[src/rtl/multiword_add_seq.sv]
// Sequential W-bit adder that reuses one external 16-bit adder, one word per cycle, LSW first.
// Optional two's-complement overflow output `ovf` is enabled by defining MULTIWORD_ADD_OVF_EN.
module multiword_add_seq #(
  parameter int NWORDS = 4
) (
  input  logic                   clk,
  input  logic                   rst_n,
  input  logic                   in_valid,
  output logic                   in_ready,
  input  logic [16*NWORDS-1:0]   a,
  input  logic [16*NWORDS-1:0]   b,
  input  logic                   cin,
  output logic [15:0]            add_x,
  output logic [15:0]            add_y,
  output logic                   add_ci,
  input  logic [15:0]            add_z,
  input  logic                   add_co,
  output logic                   out_valid,
  input  logic                   out_ready,
  output logic [16*NWORDS-1:0]   sum,
`ifdef MULTIWORD_ADD_OVF_EN
  output logic                   ovf,
`endif
  output logic                   cout
);
  localparam int IW = $clog2(NWORDS);

  localparam logic [1:0] S_IDLE = 2'd0;
  localparam logic [1:0] S_RUN  = 2'd1;
  localparam logic [1:0] S_DONE = 2'd2;

  logic [1:0]              state;
  logic [NWORDS-1:0][15:0] a_reg, b_reg, sum_reg;
  logic                    cin_reg, carry_reg;
  logic [IW-1:0]           idx;
  logic                    last;

  assign last      = (idx == IW'(NWORDS-1));
  assign in_ready  = rst_n && (state == S_IDLE);
  assign out_valid = (state == S_DONE);
  assign sum       = sum_reg;

  // The external adder sees zeros whenever no word is in flight.
  always_comb begin
    add_x  = '0;
    add_y  = '0;
    add_ci = 1'b0;
    if (state == S_RUN) begin
      add_x  = a_reg[idx];
      add_y  = b_reg[idx];
      add_ci = (idx == '0) ? cin_reg : carry_reg;
    end
  end

  always_ff @(posedge clk or negedge rst_n) begin
    if (!rst_n) begin
      state     <= S_IDLE;
      a_reg     <= '0;
      b_reg     <= '0;
      sum_reg   <= '0;
      cin_reg   <= 1'b0;
      carry_reg <= 1'b0;
      idx       <= '0;
      cout      <= 1'b0;
`ifdef MULTIWORD_ADD_OVF_EN
      ovf       <= 1'b0;
`endif
    end else begin
      case (state)
        S_IDLE: begin
          if (in_valid) begin
            a_reg   <= a;
            b_reg   <= b;
            cin_reg <= cin;
            idx     <= '0;
            state   <= S_RUN;
          end
        end
        S_RUN: begin
          sum_reg[idx] <= add_z;
          carry_reg    <= add_co;
          idx          <= idx + 1'b1;
          if (last) begin
            cout  <= add_co;
`ifdef MULTIWORD_ADD_OVF_EN
            // Carry into the MSB is recovered from the MSB sum bit and its operands.
            ovf   <= add_co ^ (add_z[15] ^ add_x[15] ^ add_y[15]);
`endif
            state <= S_DONE;
          end
        end
        S_DONE: begin
          if (out_ready) state <= S_IDLE;
        end
        default: state <= S_IDLE;
      endcase
    end
  end
endmodule
[config.mk]
export PLATFORM = sky130hd
export DESIGN_NAME = multiword_add_seq
export DESIGN_NICKNAME = d
export VERILOG_FILES = /design/src/rtl/multiword_add_seq.sv
export SDC_FILE = /design/constraint.sdc
export NUM_CORES = 1
export LEC_CHECK = 0
export CAP_MARGIN = 0
export CORE_UTILIZATION = 30
export CTS_CLUSTER_DIAMETER = 80
export DETAILED_ROUTE_END_ITERATION = 10
export DONT_BUFFER_PORTS = 1
export GPL_TIMING_DRIVEN = 0
export MAX_ROUTING_LAYER = met4
export SYNTH_ARGS = -nofsm -noshare
export SYNTH_HDL_FRONTEND = slang
export SYNTH_SLANG_ARGS = --single-unit
export TNS_END_PERCENT = 50
[constraint.sdc]
create_clock -name clk -period 2.05 [get_ports clk]
set_input_delay 0.41 -clock clk [delete_from_list [all_inputs] [get_ports clk]]
set_output_delay 0.41 -clock clk [all_outputs]
set_load 0.05 [all_outputs]
==> run_results.csv, run 1 <==
group,metric,value,unit
clocking,cts_root_buf,"clkbuf_16",
drt,dr.max_layer_used,"met4",
final_layout,finalNetCount,739,
drt,wl_met3,2.138,mm
drt,totalWireLength,22.34,mm
final_layout,fillerInstances,2750,
grt,gr-total-overflow,0,
outcome,run_status,"finished, violations left",
sta,max_slew_margin,60.26,%
clocking,cts_buffers,17,
drt,wl_met2,11.13,mm
drt,met1_length,8.790,mm
final_layout,drive_above_1_share,54.35,%
clocking,clk_pin_slew,0.07,ns
sta,rsz0062_at_grt,"yes",
sta,setup_viol,33,
clocking,insertion_delay,0.43,ns
drt,route.detailed.drc,0,
place,dp_hpwl,16.19,mm
floorplan,core_area,28860,sq um
final_layout,area_growth,19.16,%
clocking,cts_sinks,199,
synthesis,syn_inst,550,
final_layout,final_area,10540,sq um
synthesis,syn-cell-area,8848,sq um
drt,wl_per_cell,22.61,um
sta,clock_skew,0.01033,ns
place,portBuffers,0,
grt,grt_pass1_vias,5524,
synthesis,synth_fp_nets,704,
grt,grt_pass1_wl,34.14,mm
worst_setup_path,required,1.64,ns
synthesis,syn_avg_cell_area,16.09,sq um
floorplan,die_x,173.7,um
sta,fin_ws,-0.3304,ns
grt,grt_usage,15.62,%
sta,holdWs,-0.3262,ns
sta,period_needed,2.380,ns
worst_setup_path,cp-start-kind,"register",
drt,drtAntennaViolNets,0,
min_path,hold_class,"input pin to asynchronous set/reset pin",
synthesis,synthDistinctLibCells,23,
sta,finalHoldViolCount,199,
floorplan,fp-row-count,62,
final_layout,final_cell_mix,"197 x dfrtp_1, 165 x mux2_2, 61 x mux2i_1, 32 x o22ai_4, 30 x mux2_4",
clocking,h-tree-depth,4,
place,place_area,9348,sq um
place,dp_cells,934,
synthesis,yosys_warnings,0,
sta,worstMarginPinSlew,0.5955,ns
floorplan,pin_count,250,
worst_setup_path,cp-end-kind,"output pin",
drt,viasPerCell,4.807,
clocking,clk_path_buf_depth,2,
floorplan,die_h,173.7,um
synthesis,ys_seq_area_share,56.28,%
final_layout,final_common_cell,"dfrtp_1",
outcome,violations,"hold timing, setup timing",
worst_setup_path,cp.arrival,1.97,ns
final_layout,finalNonFillerCells,988,
grt,antenna_found_initial,5,
sta,max_freq,420.1,MHz
worst_setup_path,path_max_fanout,10,
drt,drt_first_pass_iters,4,
floorplan,die_area,30190,sq um
synthesis,synth_seq_cells,199,
floorplan,start_util,30.66,%
grt,grt_max_degree,201,
drt,vias,4749,
flow_run,drv_cap,0,
worst_setup_path,critPathKind,"register to output pin",
drt,drtIter0Drc,146,
clocking,cts_tree,"yes",
sta,period_share,116.1,%
sta,maxSlewViolCount,0,
place,gp_congestion,0.8484,
## critical path, stage by stage, from the launching register on
cell and delay, ns:
dfrtp_1 0.43, or3b_4 0.41, buf_12 0.15, buf_8 0.17
o22ai_4 0.37
## metal layers
layer,track usage [%],vias to the layer above
met5,-,-
met1,17.25,2448
met2,25.85,210
li1,-,2076
met3,6.754,15
met4,3.728,0
## cells in the mapped netlist
| library cell | n | area, sq um |
|---|---|---|
| clkbuf_1 | 1 | 3.750 |
| nor3b_2 | 1 | 12.51 |
| mux2_4 | 30 | 450.4 |
| inv_1 | 3 | 11.26 |
| mux2_2 | 165 | 1858 |
| buf_6 | 17 | 191.4 |
| o22ai_1 | 3 | 18.77 |
| dfrtp_1 | 199 | 4980 |
| o22ai_2 | 29 | 362.9 |
| nor3b_1 | 1 | 7.510 |
| a21oi_1 | 1 | 5.000 |
| mux2i_1 | 65 | 650.6 |
| nand3b_4 | 4 | 80.08 |
| ha_1 | 4 | 50.05 |
| o2bb2ai_1 | 1 | 8.760 |
| buf_2 | 12 | 60.06 |
| or3b_1 | 1 | 8.760 |
| nor2b_1 | 2 | 12.51 |
| nand3b_1 | 1 | 7.510 |
| o21ba_2 | 1 | 10.01 |
| nand2b_1 | 3 | 18.77 |
| o21ai_0 | 2 | 10.01 |
| buf_4 | 4 | 30.03 |
## per-stage QoR
| stage | setup slack, ns | util (%) | setup TNS [ns] |
|---|---|---|---|
| after floorplan | -0.1106 | - | -0.3280 |
| after global placement | -0.8249 | 32.38 | -23.42 |
| after detailed placement | -0.8571 | 32.39 | -25.42 |
| after CTS | -0.3352 | 36.32 | -9.856 |
| after global routing | -0.3918 | 36.53 | -11.32 |
| final | -0.3304 | 36.54 | -9.263 |
## cells by family (layout without fill, tap and decap cells)
kind of cell | Yosys count | count (layout) | synth area share (%)
adders and majority gates | 4 | 4 | 0.5656
other | 0 | 6 | 0
AOI/OAI and AO/OA | 37 | 37 | 4.695
buffers and inverters | 37 | 85 | 3.351
DFF | 199 | 199 | 56.28
and+or+nand+nor | 13 | 13 | 1.669
muxes | 260 | 260 | 33.44
## path summary, 6_finish.rpt
check                      slack [ns]      start  cells past startpoint        end
max                             -0.33   state[1]                      4   add_x[0]
min                             -0.33      rst_n                      0  b_reg[34]
max reg2reg                      0.23   state[1]                      5  a_reg[33]
min reg2reg                      0.51  b_reg[22]                      1  b_reg[22]
max in group asynchronous        2.06      rst_n                      0     idx[1]
min in group clk                 0.10  out_ready                      1   state[1]
## final cells by class
cell class	count	area (sq um)	area share [%]
inverters	3	13.76	0.1305
multi-input cells	314	3880	36.80
repair buffers	16	131.4	1.246
plain buffers	34	406.6	3.857
well taps	384	480.5	4.557
clock buffers	18	429.2	4.070
flip-flops and latches	199	4982	47.25
clock inverters	14	205.2	1.946
diodes	6	15.01	0.1424
## repair_timing
item | CTS | global route
endpoints found under the setup margin | 66 | 34
pin swaps | 29 | 3
gates resized for setup | 78 | 6
endpoints found under the hold margin | 199 | 199
setup buffers | 13 | 3
Power of run 1 is not shown: default switching activity piles up to over one toggle a cycle in this logic, so the estimate is an artifact.
==> run 2: changes to the inputs <==
--- a/config.mk
+++ b/config.mk
@@ -5,13 +5,14 @@
 export SDC_FILE = /design/constraint.sdc
 export NUM_CORES = 1
 export LEC_CHECK = 0
-export CAP_MARGIN = 0
+export CAP_MARGIN = 20
 export CORE_UTILIZATION = 30
 export CTS_CLUSTER_DIAMETER = 80
 export DETAILED_ROUTE_END_ITERATION = 10
 export DONT_BUFFER_PORTS = 1
 export GPL_TIMING_DRIVEN = 0
 export MAX_ROUTING_LAYER = met4
+export SLEW_MARGIN = 20
 export SYNTH_ARGS = -nofsm -noshare
 export SYNTH_HDL_FRONTEND = slang
 export SYNTH_SLANG_ARGS = --single-unit
==> results of run 2 <==
The final DEF is identical to that of run 1; final timing and power are the same.
Power of run 2 is left out for the same reason.
==> run 3: changes to the inputs <==
==> constraint.sdc (replaced) <==
create_clock -name clk -period 2.5 [get_ports clk]
set_input_delay 0.5 -clock clk [delete_from_list [all_inputs] [get_ports clk]]
set_output_delay 0.5 -clock clk [all_outputs]
set_load 0.05 [all_outputs]
==> run_results.csv, run 3 (same netlist as run 1, synthesis figures left out) <==
group,metric,value,unit
outcome,run_status,"finished, violations left",
outcome,violations,"hold timing",
sta,setup_viol,0,
floorplan,die_x,173.7,um
drt,wl_per_cell,22.71,um
worst_setup_path,path_cells,"or3b_4, buf_12, buf_12, o22ai_4",
sta,period_needed,2.456,ns
worst_setup_path,ff2ff_path_depth,8,
worst_setup_path,path_max_fanout,10,
sta,finalHoldViolCount,199,
final_layout,fillerInstances,2733,
worst_setup_path,cp-end-kind,"output pin",
sta,maxSlewViolCount,0,
clocking,h-tree-depth,4,
final_layout,final_common_cell,"dfrtp_1",
final_layout,final-seq-area,4982,sq um
sta,period_share,98.24,%
place,dp_hpwl,15.96,mm
worst_setup_path,required,2.00,ns
final_layout,post-route-util,36.52,%
drt,drt_first_pass_iters,4,
sta,max_freq,407.1,MHz
place,portBuffers,0,
clocking,clk_pin_slew,0.08,ns
drt,totalWireLength,22.57,mm
flow_run,drv_cap,0,
clocking,cts_sinks,199,
drt,drtAntennaViolNets,0,
sta,setup-tns-final,0,ns
grt,gr-total-overflow,0,
min_path,hold_class,"input pin to asynchronous set/reset pin",
floorplan,start_util,30.66,%
final_layout,multi_input_area,3862,sq um
grt,grt_usage,15.64,%
worst_setup_path,rr_startpoint,"idx[1]",
worst_setup_path,cp.arrival,1.96,ns
clocking,clk_path_buf_depth,2,
worst_setup_path,reg2reg_slack,0.58,ns
grt,antenna_found_initial,8,
worst_setup_path,worst_r2r_endpoint,"sum[29]",
drt,route.detailed.drc,0,
place,place_area,9343,sq um
final_layout,final_area,10540,sq um
sta,worstMarginPinSlew,0.8854,ns
floorplan,die_h,173.7,um
floorplan,pin_count,250,
final_layout,final_cell_mix,"197 x dfrtp_1, 165 x mux2_2, 64 x mux2i_1, 32 x o22ai_4, 30 x mux2_4",
floorplan,fp-row-count,62,
clocking,cts_buffers,17,
place,gp_congestion,0.8530,
floorplan,core_area,28860,sq um
grt,grt_pass1_wl,34.12,mm
worst_setup_path,cpMostUsedCell,"buf_12",
sta,holdWs,-0.2443,ns
sta,rsz0062_at_grt,"yes",
final_layout,finalNetCount,742,
clocking,insertion_delay,0.44,ns
worst_setup_path,critPathKind,"register to output pin",
clocking,cts_tree,"yes",
final_layout,area_growth,19.12,%
drt,drtIter0Drc,59,
sta,max_slew_margin,40.71,%
drt,viasPerCell,4.811,
grt,grt_pass1_vias,5552,
sta,clock_skew,0.01214,ns
drt,vias,4782,
worst_setup_path,worst_path_max_delay_cell,"dfrtp_1",
worst_setup_path,cp-start-kind,"register",
grt,grt_max_degree,201,
floorplan,die_area,30190,sq um
worst_setup_path,max_stage_delay,0.42,ns
clocking,cts_root_buf,"clkbuf_16",
final_layout,drive_above_1_share,54.08,%
## run 3: changes by cell type in the layout (fill, tap and decap cells not counted), sizes merged
cell and change:
bufinv -2, clkbuf +3, clkinv +2, clkinvlp +2
diode +3, inv -2
## run 3: cell type report
cell class | instances | area share [%]
Antenna cell | 9 | 0.2137
Inverter | 3 | 0.1425
Sequential cell | 199 | 47.27
Clock inverter | 14 | 1.508
Clock buffer | 18 | 4.072
Timing Repair Buffer | 19 | 1.591
Tap cell | 384 | 4.558
Buffer | 34 | 4.000
Multi-Input combinational cell | 314 | 36.65
## run 3: metrics by stage
stage | cells | setup WS, ns | hold slack [ns]
6_report | 994 | 0.04390 | -0.2443
5_1_grt | 993 | -0.03742 | -0.2755
4_1_cts | 975 | 0.0005984 | -0.2698
3_5_place_dp | 934 | -0.4819 | 0.2090
3_3_place_gp | 934 | -0.4327 | 0.2094
2_1_floorplan | 550 | 0.2296 | 0.2044
## run 3: metal layers
metal	track usage (%)	part of all wire, %	wire length (um)
met1	17.36	40	9053
met2	25.48	49	11090
met3	6.513	9.2	2076
met4	4.751	1.5	346
met5	-	0	0
## run 3: worst max-delay path by stage
stage | startpoint | endpoint | slack, ns | cells past startpoint
floorplan | idx[1] | add_ci | 0.23 | 6
global placement | idx[1] | add_x[15] | -0.43 | 4
detailed placement | state[1] | add_x[6] | -0.48 | 4
CTS | state[1] | add_y[7] | 0.0006 | 5
global route | state[1] | add_x[0] | -0.04 | 5
finish | state[1] | add_x[11] | 0.04 | 4
## run 3: repair_timing
| action | CTS | global route |
|---|---|---|
| cloned | 0 | 1 |
| pin swaps | 25 | 9 |
| setup endpoints to repair | 53 | 33 |
| endpoints found under the hold margin | 199 | 199 |
| setup buffers | 9 | 9 |
| resized for setup | 64 | 18 |
## run 3: worst max-delay path: cells and delay by family, from the launching register on
kind | cells | cell delay, ns
flops | 1 | 0.42
simple gates | 1 | 0.40
compound gates | 1 | 0.37
buf+inv | 2 | 0.32
Power of run 3 is left out for the same reason.
